===== src/rtl/regfile_wb_scoreboard_pkg.sv =====
// Shared widths, requester encoding and writeback payload for the register-file
// writeback scoreboard.
package regfile_wb_scoreboard_pkg;

  localparam int unsigned XLEN = 64;
  localparam int unsigned NREG = 32;
  localparam int unsigned AW   = 5;
  localparam int unsigned CW   = AW + 1;

  typedef enum logic {
    REQ_ALU = 1'b0,
    REQ_MEM = 1'b1
  } req_id_e;

  typedef struct packed {
    logic [AW-1:0]   rd;
    logic [XLEN-1:0] data;
  } wb_req_t;

  // A register is a hazard when it is not x0 and still has a write in flight.
  function automatic logic reg_hazard(input logic [AW-1:0] r, input logic [NREG-1:0] busy);
    return (r != '0) && busy[r];
  endfunction

endpackage


===== src/rtl/regfile_wb_scoreboard_rr_arbiter2.sv =====
// Two-way round-robin arbiter: combinational grant, winner remembered at the edge.
import regfile_wb_scoreboard_pkg::*;

module rr_arbiter2 (
  input  logic       clk,
  input  logic       rst,
  input  logic [1:0] req,
  output logic [1:0] gnt
);

  req_id_e rr_last;

  // On a conflict the requester that did not win last time goes first.
  always_comb begin
    gnt = 2'b00;
    if (!rst) begin
      case (req)
        2'b01:   gnt = 2'b01;
        2'b10:   gnt = 2'b10;
        2'b11:   gnt = (rr_last == REQ_MEM) ? 2'b01 : 2'b10;
        default: gnt = 2'b00;
      endcase
    end
  end

  always_ff @(posedge clk or posedge rst) begin
    if (rst) begin
      rr_last <= REQ_MEM;
    end else if (gnt[REQ_ALU]) begin
      rr_last <= REQ_ALU;
    end else if (gnt[REQ_MEM]) begin
      rr_last <= REQ_MEM;
    end
  end

endmodule


===== src/rtl/regfile_wb_scoreboard.sv =====
// Shares the register-file write port between ALU and load writeback and tracks
// per-register busy bits so issue stalls on RAW/WAW hazards.
import regfile_wb_scoreboard_pkg::*;

module regfile_wb_scoreboard (
  input  logic            clk,
  input  logic            rst,
  input  logic            issue_valid,
  input  logic [AW-1:0]   issue_rs1,
  input  logic [AW-1:0]   issue_rs2,
  input  logic [AW-1:0]   issue_rd,
  input  logic            issue_wr,
  output logic            issue_stall,
  input  logic            alu_req,
  input  logic [AW-1:0]   alu_rd,
  input  logic [XLEN-1:0] alu_data,
  output logic            alu_gnt,
  input  logic            mem_req,
  input  logic [AW-1:0]   mem_rd,
  input  logic [XLEN-1:0] mem_data,
  output logic            mem_gnt,
  output logic            regWrite,
  output logic [AW-1:0]   writeRegister,
  output logic [XLEN-1:0] writeData,
  output logic [CW-1:0]   pending_cnt,
  output logic            err
);

  logic [NREG-1:0] busy;
  logic [1:0]      gnt;
  logic            any_gnt;
  wb_req_t         sel;
  logic            set_en;
  logic            clr_en;
  logic            err_set;
  logic [NREG-1:0] set_mask;
  logic [NREG-1:0] clr_mask;

  rr_arbiter2 u_arb (
    .clk (clk),
    .rst (rst),
    .req ({mem_req, alu_req}),
    .gnt (gnt)
  );

  assign alu_gnt = gnt[REQ_ALU];
  assign mem_gnt = gnt[REQ_MEM];
  assign any_gnt = |gnt;

  always_comb begin
    issue_stall = 1'b0;
    set_en      = 1'b0;
    sel         = '0;
    err_set     = 1'b0;
    set_mask    = '0;
    clr_mask    = '0;
    if (!rst) begin
      issue_stall = issue_valid && (reg_hazard(issue_rs1, busy) || reg_hazard(issue_rs2, busy) ||
                                    (issue_wr && reg_hazard(issue_rd, busy)));
    end
    set_en = issue_valid && !issue_stall && issue_wr && (issue_rd != '0) && !rst;
    sel    = gnt[REQ_MEM] ? wb_req_t'{rd: mem_rd, data: mem_data}
                          : wb_req_t'{rd: alu_rd, data: alu_data};
    // A write to a register nobody issued is still performed, but flagged.
    err_set = any_gnt && (sel.rd != '0) && !busy[sel.rd];
    if (set_en) set_mask = NREG'(1) << issue_rd;
    if (clr_en) clr_mask = NREG'(1) << writeRegister;
  end

  // Clear coincides with the register-file commit, so no bypass is needed.
  assign clr_en = regWrite && busy[writeRegister];

  always_ff @(posedge clk or posedge rst) begin
    if (rst) begin
      busy          <= '0;
      regWrite      <= 1'b0;
      writeRegister <= '0;
      writeData     <= '0;
      pending_cnt   <= '0;
      err           <= 1'b0;
    end else begin
      busy     <= (busy & ~clr_mask) | set_mask;
      regWrite <= any_gnt && (sel.rd != '0);
      if (any_gnt) begin
        writeRegister <= sel.rd;
        writeData     <= sel.data;
      end
      case ({set_en, clr_en})
        2'b10:   pending_cnt <= pending_cnt + CW'(1);
        2'b01:   pending_cnt <= pending_cnt - CW'(1);
        default: pending_cnt <= pending_cnt;
      endcase
      if (err_set) err <= 1'b1;
    end
  end

endmodule

===== config.mk =====
export PLATFORM = sky130hd
export DESIGN_NAME = regfile_wb_scoreboard
export DESIGN_NICKNAME = d
export VERILOG_FILES = /design/src/rtl/regfile_wb_scoreboard_pkg.sv /design/src/rtl/regfile_wb_scoreboard_rr_arbiter2.sv /design/src/rtl/regfile_wb_scoreboard.sv
export SDC_FILE = /design/constraint.sdc
export NUM_CORES = 1
export LEC_CHECK = 0
export BUFFER_PORTS_ARGS = -buffer_cell sky130_fd_sc_hd__buf_2
export CAP_MARGIN = 5
export CORE_MARGIN = 2
export CORE_UTILIZATION = 30
export CTS_CLUSTER_DIAMETER = 200
export DETAILED_ROUTE_END_ITERATION = 7
export PLACE_DENSITY_LB_ADDON = 0.08
export SKIP_CTS_REPAIR_TIMING = 1
export SYNTH_ARGS = -nofsm -noshare
export SYNTH_HDL_FRONTEND = slang
export SYNTH_SLANG_ARGS = --single-unit

===== constraint.sdc =====
create_clock -name clk -period 5.5 [get_ports clk]
set_clock_uncertainty 0.2 [all_clocks]
set_input_delay 1.1 -clock clk [delete_from_list [all_inputs] [get_ports clk]]
set_output_delay 1.1 -clock clk [all_outputs]
set_load 0.02 [all_outputs]

==> flow_summary.ini, run 1 <==
[worst_setup_path]
crit_type = in2reg
worstPathRequired_ns = 5.54
worst_ep_arrival_time_ns = 4.92
cp-start-kind = input pin
r2r.worst_path.cells = 14
cp_max_fo = 15
cp-end-kind = register

[timing]
period_share_pct = 88.8
final_max_slew_viol_count = 0
setup_viol = 0
finalSetupTns_ns = 0
max_freq_mhz = 205
hold_viol_final = 0
rsz0062_at_grt = no
setup_slack_ns = 0.617
fin_crit_ns = 4.88
slew_headroom_pct = 46.9
tightest_slew_ns = 0.796

[clock_network]
clock_sinks = 110
clk_latency_ns = 0.36
cts_tree = yes
path_clk_slew_ns = 0.07
root_buffer = clkbuf_16
htreeDepth = 3
numCtsBuffers = 9
cts_buffer_depth = 2

[routing]
drc = 0
wirelength_mm = 22.6
viasPerCell = 5.59
ant_nets = 0
vias = 6116
drt-wirelength-per-cell_microns = 20.7
drt-initial-drc-count = 703
first_pass_iters = 8

[logic_synthesis]
async_flop_share_pct = 100
synth.area.top_cells = dfrtp_1 43%, a222oi_1 10%, mux4_2 9.3%
ys.flop_type = dfrtp_1
synth-seq-area-share_pct = 43.8
syn-instance-count = 611
synthesis.nets = 776
synth_top_area_share_pct = 43.4
ys_ff_latch = 110
syn_area_sq_um = 6280
synth_edf_count = 0
yosysWarnings = 0
syn_avg_cell_area_sq_um = 10.3
yosys.area.top_type = dfrtp_1
synth_cell_type_count = 48

[grt]
track_usage_pct = 19.9
grtUsageMet1_pct = 26.0
use_met3_pct = 3.61
grt_pass1_wl_mm = 34.0
grt-busiest-layer = met2
globalRouteOverflowTotal = 0
antenna_found_initial = 0
grt_start_max_net_pins = 67
grt_pass1_vias = 6111
use_met2_pct = 33.3

[pwr]
switching_share_pct = 40.8
seq_power_share_pct = 44.1
peakVddDrop_mv = 0.162
pwr-share-clk_pct = 20.9
leakagePower_uw = 0.00392
comb_power_share_pct = 35.1
p_sw_uw = 1280
power.internal_uw = 1850
power_density_nw_per_um2 = 391

[die]
die_area_sq_um = 22100
die_w_microns = 149
pin_count = 239
num_rows = 52
fp.dieH_microns = 149
initial_utilization_pct = 30.8
coreArea_sq_um = 20400

[place]
place_area_sq_um = 7700
place.gp.congestion = 0.861
io_buffers = 238
dp.cells = 1078
dp_slack_ns = 0.265
hpwl_mm = 16.9

[cells_and_area]
drive_above_1_share_pct = 36.3
diodes = 0
final_util_pct = 39.2
instances_no_fill = 1094
nets = 984
syn_to_final_growth_pct = 27.3
fin_area_sq_um = 8000
layout_commonest_cell = buf_2
layout_common_cells = 238 x buf_2, 109 x dfrtp_1, 78 x inv_1

[min_path]
holdPathStages = 1
hold_class = reg2reg

[run]
maxCapViolations = 0

[outcome]
status = finished clean
==> cells by family (layout without fill, tap and decap cells) <==
family                   after synthesis  count (layout)  share of synthesized area (%)
flip-flops                           110             110                           43.8
AO/OA/AOI/OAI                        185             185                           21.4
adder cells (fa/ha/maj)                6               6                           1.31
AND/OR/NAND/NOR                      121             121                           10.8
buffers and inverters                127             340                           7.68
XOR/XNOR                               6               6                          0.836
multiplexers                          56              56                           14.2
==> worst max-delay path, stage by stage <==
cell       delay [ns]
buf_2            0.31
mux4_2           0.55
mux4_2           0.47
o211a_1          0.26
nor4_4           0.32
o2111ai_1        0.22
ha_1             0.35
ha_1             0.29
a21o_1           0.17
a21oi_1          0.22
o21bai_1         0.11
a21oi_1          0.18
xnor2_1          0.14
nor2_1           0.07
xor2_1           0.15
==> flip-flops by register name (all words and copies together), names as in the netlist <==
signal         cells
busy              32
err                1
pending_cnt        6
regWrite           1
u_arb.rr_last      1
writeData         64
writeRegister      5
==> Yosys cell counts, drive strengths merged (2+ instances only) <==
cell / number
dfrtp: 109
inv: 80
o21ai: 76
a222oi: 64
nand2: 38
clkbuf: 34
mux2i: 26
mux4: 26
nand3: 20
buf: 13
a21oi: 11
nand2b: 11
nor2b: 11
nor2: 8
o2111ai: 7
nand4: 6
a211oi: 5
and3: 5
ha: 5
mux2: 4
nand4b: 4
nor4: 4
o22ai: 4
a311oi: 3
and2: 3
nand3b: 3
or4bb: 3
xnor2: 3
xor2: 3
a2111oi: 2
a21o: 2
a31oi: 2
a32oi: 2
o211ai: 2
o21a: 2
or4: 2
==> cell type report <==
type	instances	area, sq um
tap	270	338
timing repair buffer	244	1240
clock buffer	9	225
clock inverter	7	75.1
inverter	80	304
multi-input combinational	374	3070
sequential	110	2750
fill	2047	12400
==> worst paths after layout <==
kind	startpoint	to	slack (ns)
worst max-delay path	issue_rd[1]	pending_cnt[5]	0.62
worst min-delay path	pending_cnt[5]	pending_cnt[5]	0.27
worst max register to register	busy[17]	pending_cnt[5]	1.21
worst min register to register	pending_cnt[5]	pending_cnt[5]	0.27
max in group asynchronous	rst	pending_cnt[3]	3.08
min in group asynchronous	rst	err	0.82
==> metal layers <==
layer,vias to the layer above,wire [microns],part of all wire (%)
met4,0,499,2.2
met5,-,0,0
met3,41,1550,6.9
met2,289,11300,50
met1,3029,9260,41
li1,2757,-,-
==> metrics by stage <==
| stage | total power, uW | hold WS [ns] |
|---|---|---|
| after global placement | 2460 | 0.261 |
| final | 3130 | 0.271 |
| after detailed placement | 2480 | 0.266 |
| after CTS | 3150 | 0.278 |
| after global routing | 3320 | 0.281 |
| after floorplan | 1980 | 0.275 |
==> power groups by stage <==
stage	clock [uW]	combinational, uW	sequential (uW)
after global routing	713	1210	1390
after CTS	674	1110	1370
after global placement	0	1070	1390
after detailed placement	0	1100	1380
final	652	1100	1380
after floorplan	0	666	1310
(Power assumes the default switching activity.)
==> run 2, diff against run 1 <==
--- a/config.mk
+++ b/config.mk
@@ -7,6 +7,8 @@
 export LEC_CHECK = 0
 export BUFFER_PORTS_ARGS = -buffer_cell sky130_fd_sc_hd__buf_2
 export CAP_MARGIN = 5
+export CELL_PAD_IN_SITES_DETAIL_PLACEMENT = 1
+export CELL_PAD_IN_SITES_GLOBAL_PLACEMENT = 1
 export CORE_MARGIN = 2
 export CORE_UTILIZATION = 30
 export CTS_CLUSTER_DIAMETER = 200
==> run 2 against run 1 <==
  * The run now ends with DRC left
  * Sequential share of layout area is essentially flat
  * Utilization increased by 0.055 points
  * First-iteration DRC count shrank 17%
  * Critical path depth did not move
  * Cell count did not move
  * Design area increased by 0.14%
  * Routed wire length increased by 9.7%
  * Clock-buffer cell count unchanged
  * Sequential power hardly changed
  * Non-clock buffer count shrank 1
  * Critical path type unchanged
  * Largest power group unchanged
==> flow_summary.ini, run 2 (same netlist as run 1, synthesis figures left out) <==
[die]
initial_utilization_pct = 30.8
die_area_sq_um = 22100
fp.dieH_microns = 149
num_rows = 52
coreArea_sq_um = 20400
die_w_microns = 149
pin_count = 239

[clock_network]
root_buffer = clkbuf_16
cts_tree = yes
htreeDepth = 3
cts_buffer_depth = 2
numCtsBuffers = 9
clock_sinks = 110
clk_latency_ns = 0.36
path_clk_slew_ns = 0.08

[grt]
grt_pass1_vias = 6474
grt_start_max_net_pins = 66
globalRouteOverflowTotal = 0
grt_pass1_wl_mm = 37.2
track_usage_pct = 22.0
antenna_found_initial = 1

[pwr]
power_density_nw_per_um2 = 399
leakagePower_uw = 0.00392
peakVddDrop_mv = 0.164

[cells_and_area]
syn_to_final_growth_pct = 27.5
largest_reg_flops = 64
nets = 983
layout_common_cells = 238 x buf_2, 109 x dfrtp_1, 78 x inv_1
layout_commonest_cell = buf_2
fin_area_sq_um = 8010
regMostFlops = writeData
top_regs = writeData x64, busy x32, pending_cnt x6
drive_above_1_share_pct = 36.2

[place]
place_area_sq_um = 7690
place.gp.congestion = 0.808
hpwl_mm = 18.4
io_buffers = 238

[timing]
final_max_slew_viol_count = 0
slew_headroom_pct = 42.3
finalSetupTns_ns = 0
period_share_pct = 89.9
max_freq_mhz = 202
setup_viol = 0
fin_crit_ns = 4.94
hold_viol_final = 0
holdWs_ns = 0.289
tightest_slew_ns = 0.865
rsz0062_at_grt = no

[routing]
vias = 6187
first_pass_iters = 8
drt-initial-drc-count = 580
wirelength_mm = 24.8
drt-wirelength-per-cell_microns = 22.7
drc = 15
ant_nets = 0
viasPerCell = 5.66

[worst_setup_path]
cp-start-kind = input pin
worstPathRequired_ns = 5.54
crit_type = in2reg
cp-end-kind = register
worst_ep_arrival_time_ns = 4.98
cp_max_fo = 15

[run]
maxCapViolations = 0

[min_path]
hold_class = reg2reg

[outcome]
violations = DRC
status = finished with violations
==> run 2: power by group <==
part	switching, uW	internal [uW]	leakage (uW)
sequential	384	1010	0.00130
clock	331	365	0.000151
combinational	590	516	0.00247
total	1300	1890	0.00392
==> run 2: through the flow <==
stage	std cells	worst slack (ns)	total power (uW)	utilization, %
after floorplan	611	0.727	1980	-
after global placement	1077	0.265	2470	37.7
after detailed placement	1077	0.162	2500	37.7
after CTS	1093	0.542	3210	39.2
after global routing	1094	0.301	3380	39.2
final	1094	0.558	3200	39.2
==> run 2: per-layer routing <==
layer  track usage [%]  part of all wire, %
met2              37.6                   50
met4              7.67                  2.5
met3              4.62                  5.9
met1              27.7                   41
met5                 0                    0
==> run 2: critical path, stage by stage <==
cell       delay (ns)
buf_2            0.31
mux4_2           0.56
mux4_2           0.48
o211a_1          0.25
nor4_4           0.37
o2111ai_1        0.24
ha_1             0.34
ha_1             0.29
a21o_1           0.17
a21oi_1          0.23
o21bai_1         0.10
a21oi_1          0.19
xnor2_1          0.13
nor2_1           0.06
xor2_1           0.15
==> run 2: final cells by class <==
| cell class | instances | area (sq um) |
|---|---|---|
| inverters | 80 | 304 |
| flip-flops and latches | 110 | 2750 |
| repair buffers | 243 | 1230 |
| fillers | 2401 | 12400 |
| diodes | 1 | 2.50 |
| clock buffers | 9 | 225 |
| multi-input cells | 374 | 3070 |
| well taps | 270 | 338 |
| clock inverters | 7 | 91.3 |
==> run 2: path summary, 6_finish.rpt <==
path,startpoint,endpoint,slack [ns],depth (start not counted)
max in group asynchronous,rst,busy[22],3.02,4
worst min register to register,writeData[31],writeData[31],0.29,2
worst min-delay path,writeData[31],writeData[31],0.29,2
worst max register to register,busy[22],pending_cnt[5],1.14,14
worst max-delay path,issue_rd[1],pending_cnt[5],0.56,15
min in group asynchronous,rst,writeData[58],0.80,3
==> run 3, diff against run 2 <==
--- a/config.mk
+++ b/config.mk
@@ -9,11 +9,13 @@
 export CAP_MARGIN = 5
 export CELL_PAD_IN_SITES_DETAIL_PLACEMENT = 1
 export CELL_PAD_IN_SITES_GLOBAL_PLACEMENT = 1
+export CORE_ASPECT_RATIO = 0.75
 export CORE_MARGIN = 2
 export CORE_UTILIZATION = 30
 export CTS_CLUSTER_DIAMETER = 200
 export DETAILED_ROUTE_END_ITERATION = 7
 export PLACE_DENSITY_LB_ADDON = 0.08
+export REMOVE_ABC_BUFFERS = 1
 export SKIP_CTS_REPAIR_TIMING = 1
 export SYNTH_ARGS = -nofsm -noshare
 export SYNTH_HDL_FRONTEND = slang
==> run 3 against run 2 <==
  * The flow now finishes without violations
  * Clock power decreased by 2%
  * First-iteration DRC count is 7.1% higher
  * Design area grew 0.16%
  * Largest power group unchanged
==> flow_summary.ini, run 3 (same netlist as run 1, synthesis figures left out) <==
[routing]
viasPerCell = 5.64
first_pass_iters = 8
wirelength_mm = 23.9
vias = 6238
drt-wirelength-per-cell_microns = 21.6
drc = 0
ant_nets = 0
drt-initial-drc-count = 621

[grt]
grt_start_max_net_pins = 65
track_usage_pct = 21.7
grt_pass1_wl_mm = 36.6
globalRouteOverflowTotal = 0
antenna_found_initial = 1
grt_pass1_vias = 6398

[cells_and_area]
largest_reg_flops = 64
layout_commonest_cell = buf_2
layout_common_cells = 238 x buf_2, 109 x dfrtp_1, 78 x inv_1
regMostFlops = writeData
fin_area_sq_um = 8030
top_regs = writeData x64, busy x32, pending_cnt x6
syn_to_final_growth_pct = 27.7
drive_above_1_share_pct = 36.3
nets = 984

[timing]
setup_viol = 0
final_max_slew_viol_count = 0
period_share_pct = 90.4
setup_slack_ns = 0.525
tightest_slew_ns = 0.837
slew_headroom_pct = 44.2
rsz0062_at_grt = no
hold_viol_final = 0
fin_crit_ns = 4.97
max_freq_mhz = 201

[worst_setup_path]
worst_ep_arrival_time_ns = 5.03
cp_top_family = compound AO/OA/AOI/OAI gates
slowest_delay_ns = 0.56
crit_type = in2reg
crit_chain = buf_2 -> mux4_2 -> mux4_2 -> o211a_1 -> nor4_4 -> o2111ai_1 -> ha_1 -> ha_1 -> a21o_1 -> a21oi_1 -> o21bai_1 -> a21oi_1 -> xnor2_1 -> nor2_1 -> xor2_1
cp-end-kind = register
cp-start-kind = input pin
cp_max_fo = 15
crit_slowest_cell = mux4_2
worstPathRequired_ns = 5.55
crit_buf_inv = 1

[pwr]
p_sw_uw = 1310
comb_power_share_pct = 35.1
peakVddDrop_mv = 0.125
pwr-share-clk_pct = 21.5
switching_share_pct = 41.4
fin_total_pwr_uw = 3170
leakagePower_uw = 0.00393
power.internal_uw = 1860
seq_power_share_pct = 43.4
power_density_nw_per_um2 = 395

[min_path]
hold_class = reg2reg

[clock_network]
cts_buffer_depth = 2
cts_tree = yes
htreeDepth = 3
clk_latency_ns = 0.37
numCtsBuffers = 9
root_buffer = clkbuf_16
clock_sinks = 110
path_clk_slew_ns = 0.08

[place]
dp_slack_ns = 0.147
io_buffers = 238
place.gp.congestion = 0.890
place_area_sq_um = 7720
hpwl_mm = 18.0

[die]
pin_count = 239
fp.dieH_microns = 129
num_rows = 45
coreArea_sq_um = 20400
die_w_microns = 171
initial_utilization_pct = 30.8
die_area_sq_um = 22100

[run]
maxCapViolations = 0

[outcome]
status = finished clean
==> run 3: path summary, 6_finish.rpt <==
check	from	to	slack (ns)	cells after the start
max reg2reg	busy[23]	pending_cnt[5]	1.11	14
min reg2reg	pending_cnt[5]	pending_cnt[5]	0.27	1
max in group asynchronous	rst	busy[6]	3.10	4
max	issue_rd[1]	pending_cnt[5]	0.53	15
min	pending_cnt[5]	pending_cnt[5]	0.27	1
min in group asynchronous	rst	writeData[23]	0.83	3
==> run 3: cell type report <==
class                   count  area (sq um)
inverters                  80           303
clock buffers               9           225
clock inverters             7          82.6
fillers                  2378         12400
repair buffers            244          1240
multi-input cells         374          3070
well taps                 282           353
diodes                      1          2.50
flip-flops and latches    110          2750
==> run 3: stage by stage <==
| step | std cells | TNS, ns | utilization [%] | hold WS [ns] |
|---|---|---|---|---|
| 4_1_cts | 1106 | 0 | 39.4 | 0.284 |
| 3_5_place_dp | 1090 | 0 | 37.9 | 0.269 |
| 2_1_floorplan | 564 | -205.86 | - | 0.275 |
| 6_report | 1107 | 0 | 39.4 | 0.273 |
| 5_1_grt | 1107 | 0 | 39.4 | 0.304 |
| 3_3_place_gp | 1090 | 0 | 37.9 | 0.254 |
==> run 3: power by group through the flow <==
stage               clock, uW  combinational, uW  sequential [uW]
floorplan                   0                638             1320
global placement            0               1080             1380
detailed placement          0               1120             1380
CTS                       701               1120             1360
global route              728               1230             1390
finish                    681               1110             1380
==> run 3: layer usage <==
layer	wire (microns)	track usage [%]	vias up
met5	0	0	-
met4	363	5.88	0
met3	1630	4.06	30
met2	11400	35.6	255
met1	10500	29.6	3201
li1	-	-	2752
